File: src/rtl/multinoc_inject_sched_pkg.sv
// Shared parameters and types for the MultiNoC injection scheduler.
// The tile top and the bench take flit layout and scheduler defaults from here.
package multinoc_inject_sched_pkg;

   localparam int WIDTH_PORT     = 32;
   localparam int POS_VALID      = WIDTH_PORT - 1;
   localparam int INJ_DEPTH      = 4;
   localparam int INJ_STARVE_MAX = 15;

   typedef enum logic {
      SUBNET1 = 1'b0,
      SUBNET2 = 1'b1
   } subnet_e;

   function automatic subnet_e other_subnet(input subnet_e s);
      return (s == SUBNET1) ? SUBNET2 : SUBNET1;
   endfunction

endpackage

File: src/rtl/multinoc_inject_sched_fifo.sv
// Small first-word-fall-through FIFO holding core flits until a subnet accepts them.
// Head is read combinationally so the scheduler can select and pop in the same cycle.
module inject_fifo
   import multinoc_inject_sched_pkg::*;
#(
   parameter int DEPTH = INJ_DEPTH,
   parameter int WIDTH = WIDTH_PORT
) (
   input  logic             clk,
   input  logic             reset,
   input  logic             push,
   input  logic [WIDTH-1:0] din,
   input  logic             pop,
   output logic             full,
   output logic             empty,
   output logic [WIDTH-1:0] head
);

   localparam int AW = $clog2(DEPTH);

   logic [WIDTH-1:0] r_mem [DEPTH];
   logic [AW-1:0]    r_wr_ptr;
   logic [AW-1:0]    r_rd_ptr;
   logic [AW:0]      r_count;
   logic             w_push;
   logic             w_pop;

   assign full   = (r_count == (AW + 1)'(DEPTH));
   assign empty  = (r_count == '0);
   assign head   = r_mem[r_rd_ptr];
   assign w_push = push && !full;
   assign w_pop  = pop && !empty;

   // Storage is left unreset; clearing the pointers is enough to discard contents.
   always_ff @(posedge clk) begin
      if (w_push) begin
         r_mem[r_wr_ptr] <= din;
      end
   end

   always_ff @(posedge clk) begin
      if (reset) begin
         r_wr_ptr <= '0;
         r_rd_ptr <= '0;
         r_count  <= '0;
      end else begin
         if (w_push) begin
            r_wr_ptr <= r_wr_ptr + 1'b1;
         end
         if (w_pop) begin
            r_rd_ptr <= r_rd_ptr + 1'b1;
         end
         if (w_push && !w_pop) begin
            r_count <= r_count + 1'b1;
         end else if (w_pop && !w_push) begin
            r_count <= r_count - 1'b1;
         end
      end
   end

endmodule

File: src/rtl/multinoc_inject_sched.sv
// Injection scheduler: buffers core flits and issues one per cycle into subnet 1 or 2,
// round-robin with fallback, with starvation detection and per-subnet injection counters.
module multinoc_inject_sched
   import multinoc_inject_sched_pkg::*;
#(
   parameter int DEPTH      = INJ_DEPTH,
   parameter int STARVE_MAX = INJ_STARVE_MAX
) (
   input  logic                  clk,
   input  logic                  reset,
   input  logic [WIDTH_PORT-1:0] core_flit,
   input  logic                  core_valid,
   output logic                  core_ready,
   input  logic                  avail1,
   input  logic                  avail2,
   output logic [WIDTH_PORT-1:0] inj1,
   output logic [WIDTH_PORT-1:0] inj2,
   output logic                  starve,
   output logic [15:0]           cnt1,
   output logic [15:0]           cnt2
);

   logic                  w_full;
   logic                  w_empty;
   logic [WIDTH_PORT-1:0] w_head;
   logic [1:0]            w_avail;
   logic                  w_issue;
   subnet_e               w_sel;
   logic [7:0]            w_block_next;

   subnet_e               r_ptr;
   logic [7:0]            r_block;
   logic                  r_starve;
   logic [WIDTH_PORT-1:0] r_inj1;
   logic [WIDTH_PORT-1:0] r_inj2;
   logic [15:0]           r_cnt1;
   logic [15:0]           r_cnt2;

   inject_fifo #(
      .DEPTH (DEPTH),
      .WIDTH (WIDTH_PORT)
   ) u_fifo (
      .clk   (clk),
      .reset (reset),
      .push  (core_valid),
      .din   (core_flit),
      .pop   (w_issue),
      .full  (w_full),
      .empty (w_empty),
      .head  (w_head)
   );

   assign core_ready = !w_full;
   assign w_avail    = {avail2, avail1};

   // Preferred subnet first, the other one as fallback.
   always_comb begin
      w_issue = 1'b0;
      w_sel   = r_ptr;
      if (!w_empty) begin
         if (w_avail[r_ptr]) begin
            w_issue = 1'b1;
            w_sel   = r_ptr;
         end else if (w_avail[other_subnet(r_ptr)]) begin
            w_issue = 1'b1;
            w_sel   = other_subnet(r_ptr);
         end
      end
   end

   always_comb begin
      w_block_next = r_block;
      if (w_empty || w_issue) begin
         w_block_next = '0;
      end else if (r_block != 8'(STARVE_MAX)) begin
         w_block_next = r_block + 8'd1;
      end
   end

   always_ff @(posedge clk) begin
      if (reset) begin
         r_ptr    <= SUBNET1;
         r_block  <= '0;
         r_starve <= 1'b0;
         r_inj1   <= '0;
         r_inj2   <= '0;
         r_cnt1   <= '0;
         r_cnt2   <= '0;
      end else begin
         r_block  <= w_block_next;
         r_starve <= (w_block_next == 8'(STARVE_MAX));
         r_inj1   <= (w_issue && w_sel == SUBNET1) ? w_head : '0;
         r_inj2   <= (w_issue && w_sel == SUBNET2) ? w_head : '0;
         if (w_issue) begin
            r_ptr <= other_subnet(w_sel);
         end
         if (w_issue && w_sel == SUBNET1 && r_cnt1 != 16'hFFFF) begin
            r_cnt1 <= r_cnt1 + 16'd1;
         end
         if (w_issue && w_sel == SUBNET2 && r_cnt2 != 16'hFFFF) begin
            r_cnt2 <= r_cnt2 + 16'd1;
         end
      end
   end

   assign inj1   = r_inj1;
   assign inj2   = r_inj2;
   assign starve = r_starve;
   assign cnt1   = r_cnt1;
   assign cnt2   = r_cnt2;

endmodule

File: config.mk
export PLATFORM = sky130hd
export DESIGN_NAME = multinoc_inject_sched
export DESIGN_NICKNAME = d
export VERILOG_FILES = /design/src/rtl/multinoc_inject_sched_pkg.sv /design/src/rtl/multinoc_inject_sched_fifo.sv /design/src/rtl/multinoc_inject_sched.sv
export SDC_FILE = /design/constraint.sdc
export NUM_CORES = 1
export LEC_CHECK = 0
export CORE_MARGIN = 5
export CORE_UTILIZATION = 50
export CTS_BUF_LIST = sky130_fd_sc_hd__clkbuf_4
export DETAILED_ROUTE_END_ITERATION = 7
export GPL_ROUTABILITY_DRIVEN = 0
export HOLD_SLACK_MARGIN = 0.08
export PLACE_DENSITY = 0.85
export SLEW_MARGIN = 10
export SYNTH_ARGS = -nofsm -noshare
export SYNTH_HDL_FRONTEND = slang
export SYNTH_SLANG_ARGS = --single-unit
File: constraint.sdc
create_clock -name clk -period 7.3 [get_ports clk]
set_clock_uncertainty 0.1 [all_clocks]
set_input_delay 1.46 -clock clk [delete_from_list [all_inputs] [get_ports clk]]
set_output_delay 1.46 -clock clk [all_outputs]
set_load 0.05 [all_outputs]
==> summary.txt, run 1 <==
Status: finished clean
# Post-CTS Setup Buffers: 0
Synth area leader: edfxtp_1
CP Data Required Time: 5740 ps
GR Util met2: 0.303
Hold Fails Final Rpt: 0
Port buffer count: 134
H-tree Lvls: 2
Post-Place Cell Area: 10400 um^2
Layout Cells excl Fill: 1036
Pint: 2.50 mW
Via count: 5415
R2R depth: 8
Total congestion overflow: 0
Yosys top cell area share: 0.432
Slew HR: 0.240
Setup TNS: 0 ps
Final Setup Violations: 0
Vias/cell: 5.23
Simple-gate share of the synthesized area: 0.135
Synth-to-Final Area Change: 25.9%
Xor-xnor portion of the synthesized cell area: 0.0315
Total power: 3.53 mW
Slew @ Worst Pin: 1140 ps
Adder-cell share of the synthesized area: 0.0135
Ys flop type: edfxtp_1
Rows: 48
Met3 Usage GRT: 0.0449
Final Cell Area: 11200 um^2
Cell variety after synth: 48
Switching power: 1.03 mW
TritonRoute pass-1 iters: 4
Initial antenna violation count: 1
Total Routing Usage GR: 0.174
Combinational power share: 0.218
Final wirelength: 17500 um
Fill count: 1220
Seq pwr share: 0.475
Post-synth ARST share: 0
Residual DRC count: 0
Worst hold path class: flop to flop
Final slew viol count: 0
CTS Root Cell: clkbuf_4
Die area: 20600 um^2
Mux cell area share after synthesis: 0.0890
Die width: 143 um
Setup crit end: core_ready
Synth Instances: 593
Layout cells sized above 1: 0.186
Ys Warns: 0
Cells after DPL: 930
Crit Path Max Fanout: 6
Main combinational cell family by area after synthesis: simple AND/OR/NAND/NOR gates
Clk buf depth: 3
First-pass GRT wire length: 28400 um
Largest net degree at the start of global routing: 47
Switching part of the total: 0.292
CTS Sinks: 243
Dpl hpwl: 11300 um
RR Startpoint: u_fifo.r_count[0]
Syn Area/Cell: 15.0 um^2
CTS resizes: 0
I/O Pins: 135
Die Span Y: 143 um
Power Dens Cells: 315 nW/um^2
CTS tree: done
Core ar.: 17400 um^2
Vias in the first global route: 5668
Setup CP Type: flop to output pin
Nets: 810
Compound-Gate Fraction of Synth Area: 0.0239
Maximum vdd drop: 0.195 mV
Yosys reg bits: 243
Max Freq: 0.270 GHz
Arrival time worst endpoint: 2140 ps
CP startpoint kind: flop
Inserted Clock Buffers: 57
FF-to-FF End: u_fifo.r_count[2]
1st-iter DRT viols: 323
Cts-stage hold buffer count: 0
ANT nets after route: 0
Busiest grt layer: met2
Tcrit/Tclk final: 0.507
Clock slew at reported path FFs: 60 ps
Post-synth EDFFs: 128
Clock share of power: 0.307
Syn nets: 639
Mapped cell area: 8900 um^2
Wire per inst: 16.9 um
Max capacitance violation total: 0
Synth top area cells: edfxtp_1 (43%), dfxtp_1 (26%), mux4_2 (8.1%)
Sequential area share after synthesis: 0.691
Hold slack: 420 ps
Initial Util: 0.513
Hold path startpoint: r_block[3]
RSZ-0062 raised after global routing: no
Grt met1 use: 0.210
R2R setup slack: 4700 ps
Worst skew pair latency: 630 ps
Worst setup startpoint: u_fifo.r_count[0]
Tmin final: 3700 ps
CP endpoint kind: output pin
Lkg Pwr: 3.83 nW
[area by class of cell]
type / count / area [um^2] / area share
diodes: 1 / 2.50 / 0.000223
clock buffers: 88 / 661 / 0.0590
clock inverters: 17 / 103 / 0.00916
inverters: 5 / 18.8 / 0.00168
multi-input cells: 320 / 2620 / 0.234
flip-flops and latches: 243 / 6150 / 0.549
well taps: 225 / 282 / 0.0251
repair buffers: 137 / 1360 / 0.122
[how the worst min path moves through the flow]
stage | end | slack (ps) | cells past startpoint
floorplan | u_fifo.r_count[2] | 380 | 2
global placement | u_fifo.r_count[2] | 390 | 2
detailed placement | u_fifo.r_count[2] | 410 | 2
CTS | u_fifo.r_count[2] | 420 | 2
global route | starve | 450 | 2
finish | starve | 420 | 2
[metal layers]
metal	vias up	wire [um]
met4	2	331
li1	2545	-
met5	-	20
met2	183	8990
met1	2657	7070
met3	28	1140
[power groups by stage]
stage | clock network, mW | registers (mW) | logic, mW
global route | 1.20 | 1.69 | 0.827
global placement | 0 | 1.69 | 0.755
finish | 1.09 | 1.68 | 0.770
CTS | 1.12 | 1.68 | 0.782
floorplan | 0 | 1.87 | 0.375
detailed placement | 0 | 1.71 | 0.779
[Yosys cell counts (2+ instances only)]
master and instances:
buf_2 4, xnor2_1 26, a211oi_1 4, and3_1 9, nor2_1 50, a2111oi_2 2, o21ai_0 5, nand3_1 10
xor2_1 6, ha_1 8, or3_1 4, and4_1 3, nand2_1 19, edfxtp_1 128, buf_6 2, nor3b_1 3
and2_1 66, inv_1 5, buf_4 2, nor4_1 3, a21oi_1 8, clkbuf_1 16, mux2i_1 6, nand4_1 10
nand2b_1 2, a311oi_1 2, mux4_2 32, nor4_2 4, dfxtp_1 115, nor4b_2 2, and4_4 3, nor2b_1 3
nor3_1 16
[cells in the final DEF (no fill, tap or decap), drive strengths merged, types with 2 or more instances in the layout]
cell type,n
nor2,50
mux4,32
or3,4
nand2,19
clkbuf,88
clkinv,15
nor3b,3
a211oi,4
mux2i,6
nand4,10
a2111oi,3
ha,8
and4,6
nor2b,3
inv,6
a21oi,9
nand2b,2
edfxtp,128
and3,9
a311oi,2
nor4,7
and2,66
xnor2,26
nor3,16
dfxtp,115
clkdlybuf4s50,134
o21ai,5
xor2,6
nand3,11
buf,3
nor4b,2
[kinds of logic after synthesis]
| group | Yosys count |
|---|---|
| buffers and inverters | 30 |
| flip-flops | 243 |
| AND/OR/NAND/NOR | 212 |
| AO/OA/AOI/OAI | 28 |
| adder cells (fa/ha/maj) | 9 |
| XOR/XNOR | 32 |
| multiplexers | 39 |
[critical path, cell delays in order, from the launching register on]
cell	delay, ps
dfxtp_1	430
nor2_1	80
nand2_1	150
clkdlybuf4s50_1	850
[metrics by stage]
step | util | setup slack (ps)
floorplan | - | 4160
global placement | 0.601 | 3510
detailed placement | 0.601 | 3390
CTS | 0.645 | 3510
global route | 0.645 | 3420
finish | 0.645 | 3600
[flip-flops by register name (all words and copies together), names as in the netlist, named ones only]
register	cells
u_fifo.r_wr_ptr	2
cnt2	16
inj1	32
starve	1
r_block	8
u_fifo.r_count	3
cnt1	16
u_fifo.r_rd_ptr	2
inj2	32
u_fifo.r_mem	128
r_ptr	1
Power figures use the tool's default switching activity.
==> inputs of run 2 (changes only) <==
--- a/config.mk
+++ b/config.mk
@@ -11,7 +11,7 @@
 export DETAILED_ROUTE_END_ITERATION = 7
 export GPL_ROUTABILITY_DRIVEN = 0
 export HOLD_SLACK_MARGIN = 0.08
-export PLACE_DENSITY = 0.85
+export PLACE_DENSITY = 0.88
 export SLEW_MARGIN = 10
 export SYNTH_ARGS = -nofsm -noshare
 export SYNTH_HDL_FRONTEND = slang
==> constraint.sdc (replaced) <==
create_clock -name clk -period 3.1 [get_ports clk]
set_clock_uncertainty 0.1 [all_clocks]
set_input_delay 0.62 -clock clk [delete_from_list [all_inputs] [get_ports clk]]
set_output_delay 0.62 -clock clk [all_outputs]
set_load 0.05 [all_outputs]
==> run 2 against run 1 <==
Effect of this change:
- hold slack improved by 6.2 ps
- utilization rose by 0.48 points
- die area did not move
- sequential power rose by 140%
- setup slack got worse by 3400 ps
- combinational power rose by 140%
- count of clock-buffer cells in the layout rose by 8
- power rose by 140%
- critical path depth did not move
- critical path type unchanged
- critical endpoint unchanged
- largest cell class unchanged
- largest power group unchanged
==> summary.txt, run 2 (synthesis gave the netlist of run 1 again) <==
Die Span Y: 143 um (unchanged)
Total power: 8.38 mW (was 3.53 mW)
Inserted Clock Buffers: 57 (unchanged)
Pint: 5.93 mW (was 2.50 mW)
Tmin final: 2870 ps
Via count: 5440 (was 5415)
Crit Path Max Fanout: 6 (unchanged)
Lkg Pwr: 3.89 nW (was 3.83 nW)
H-tree Lvls: 2 (unchanged)
Worst hold path class: flop to flop (unchanged)
Hold Fails Final Rpt: 0 (unchanged)
Setup crit end: core_ready (unchanged)
CP startpoint kind: flop (unchanged)
Max capacitance violation total: 0 (unchanged)
Initial antenna violation count: 1 (unchanged)
ANT nets after route: 0 (unchanged)
Total Routing Usage GR: 0.177 (was 0.174)
Cts-stage hold buffer count: 0 (unchanged)
Switching power: 2.45 mW (was 1.03 mW)
R2R depth: 8 (unchanged)
Total congestion overflow: 0 (unchanged)
Synth-to-Final Area Change: 26.8% (was 25.9%)
Vias in the first global route: 5711 (was 5668)
Clock slew at reported path FFs: 70 ps (was 60 ps)
Max Freq: 0.348 GHz
CP top delay family: buffers and inverters (unchanged)
Die area: 20600 um^2 (unchanged)
Worst skew pair latency: 670 ps (was 630 ps)
Initial Util: 0.513 (unchanged)
FF-to-FF End: u_fifo.r_count[2] (unchanged)
Max reg flops: 128 (unchanged)
Dpl hpwl: 11600 um (was 11300 um)
Slew @ Worst Pin: 886 ps (was 1140 ps)
Power Dens Cells: 743 nW/um^2 (was 315 nW/um^2)
Status: finished clean (unchanged)
R2R setup slack: 570 ps (was 4700 ps)
CP Buf/Inv Count: 1 (unchanged)
Setup CP Type: flop to output pin (unchanged)
Fill count: 1187 (was 1220)
CP Data Required Time: 2380 ps (was 5740 ps)
Arrival time worst endpoint: 2150 ps (was 2140 ps)
Core ar.: 17400 um^2 (unchanged)
Combinational power share: 0.217 (was 0.218)
Antenna diodes: 0 (was 1)
1st-iter DRT viols: 215 (was 323)
Tcrit/Tclk final: 0.927
CTS Sinks: 243 (unchanged)
Layout cells sized above 1: 0.204 (was 0.186)
Setup TNS: 0 ps (unchanged)
Worst-path cell chain: nor2_1, nand2_1, clkdlybuf4s50_1 (unchanged)
RR Startpoint: u_fifo.r_count[0] (unchanged)
CTS Root Cell: clkbuf_4 (unchanged)
Switching part of the total: 0.293 (was 0.292)
Clock share of power: 0.307 (about the same)
Vias/cell: 5.21 (was 5.23)
Die width: 143 um (unchanged)
Largest net degree at the start of global routing: 46 (was 47)
Final Setup Violations: 0 (unchanged)
Area occupied by multi-input gates: 2620 um^2 (unchanged)
Path length in cells of the critical path: 3 (unchanged)
Worst setup startpoint: u_fifo.r_count[0] (unchanged)
Most frequent cells in the layout: clkdlybuf4s50_1 (134), edfxtp_1 (128), dfxtp_1 (113) (unchanged)
Nets: 819 (was 810)
First-pass GRT wire length: 28700 um (was 28400 um)
RSZ-0062 raised after global routing: no (unchanged)
CP endpoint kind: output pin (unchanged)
Rows: 48 (unchanged)
Hold depth: 2 (unchanged)
Wire per inst: 17.2 um (was 16.9 um)
TritonRoute pass-1 iters: 4 (unchanged)
# Post-CTS Setup Buffers: 0 (unchanged)
Top reg by flops: u_fifo.r_mem (unchanged)
Maximum vdd drop: 0.549 mV (was 0.195 mV)
Slowest stage cell, crit path: clkdlybuf4s50_1 (unchanged)
Residual DRC count: 0 (unchanged)
Clk buf depth: 3 (unchanged)
Port buffer count: 134 (unchanged)
Commonest non-fill, non-tap cell in the layout: clkdlybuf4s50_1 (unchanged)
Register area: 6150 um^2 (unchanged)
CTS resizes: 0 (unchanged)
Final slew viol count: 0 (unchanged)
Final wirelength: 17900 um (was 17500 um)
Slew HR: 0.409 (was 0.240)
Seq pwr share: 0.476 (was 0.475)
I/O Pins: 135 (unchanged)
CP peak stage delay: 840 ps (was 850 ps)
CTS tree: done (unchanged)
==> run 2: changes by cell type in the layout (fill, tap and decap cells not counted), sizes merged <==
cell,delta
clkinvlp,+1
bufinv,-1
inv,+1
clkinv,-8
clkbuf,+8
buf,+9
diode,-1
==> run 2: stage by stage <==
step | std cells | worst slack, ps | cell area, um^2 | utilization | hold WS (ps)
3_3_place_gp | 939 | 332 | 10500 | 0.606 | 397
6_report | 1045 | 226 | 11300 | 0.650 | 427
4_1_cts | 1045 | 131 | 11300 | 0.650 | 412
5_1_grt | 1045 | 97.8 | 11300 | 0.650 | 426
3_5_place_dp | 939 | 185 | 10500 | 0.606 | 413
2_1_floorplan | 593 | 544 | 8900 | - | 380
==> run 2: layout make-up <==
class	count	area share
flip-flops and latches	243	0.545
inverters	5	0.00166
multi-input cells	320	0.232
clock inverters	10	0.00421
clock buffers	96	0.0639
repair buffers	146	0.128
well taps	225	0.0250
==> run 2: worst min-delay path by stage <==
stage,end,from
4_1_cts,u_fifo.r_mem[1][6],core_flit[6]
3_3_place_gp,u_fifo.r_count[2],u_fifo.r_count[2]
5_1_grt,u_fifo.r_mem[3][11],core_flit[11]
2_1_floorplan,u_fifo.r_count[2],u_fifo.r_count[2]
6_report,flop,u_fifo.r_rd_ptr[1]
3_5_place_dp,flop,u_fifo.r_rd_ptr[1]
==> run 2: metal layers <==
layer	part of all wire	global-route usage	routed length, um	up-vias
li1	-	-	-	2562
met1	0.40	0.215	7100	2646
met2	0.51	0.308	9160	192
met3	0.073	0.0456	1300	38
met4	0.020	0.0639	357	2
met5	0.00072	0	13	-
==> run 2: tightest hold or removal path, cell delays in order, from the launching register on <==
cell and delay (ps):
dfxtp_1 330, xnor2_1 110, nor2_1 50
==> run 2: power groups by stage <==
stage | clock, mW | sequential (mW) | combinational (mW)
final | 2.57 | 3.99 | 1.81
after global routing | 2.85 | 4.03 | 1.94
after CTS | 2.66 | 4.00 | 1.84
after global placement | 0 | 4.04 | 1.78
after floorplan | 0 | 4.40 | 0.883
after detailed placement | 0 | 4.07 | 1.83
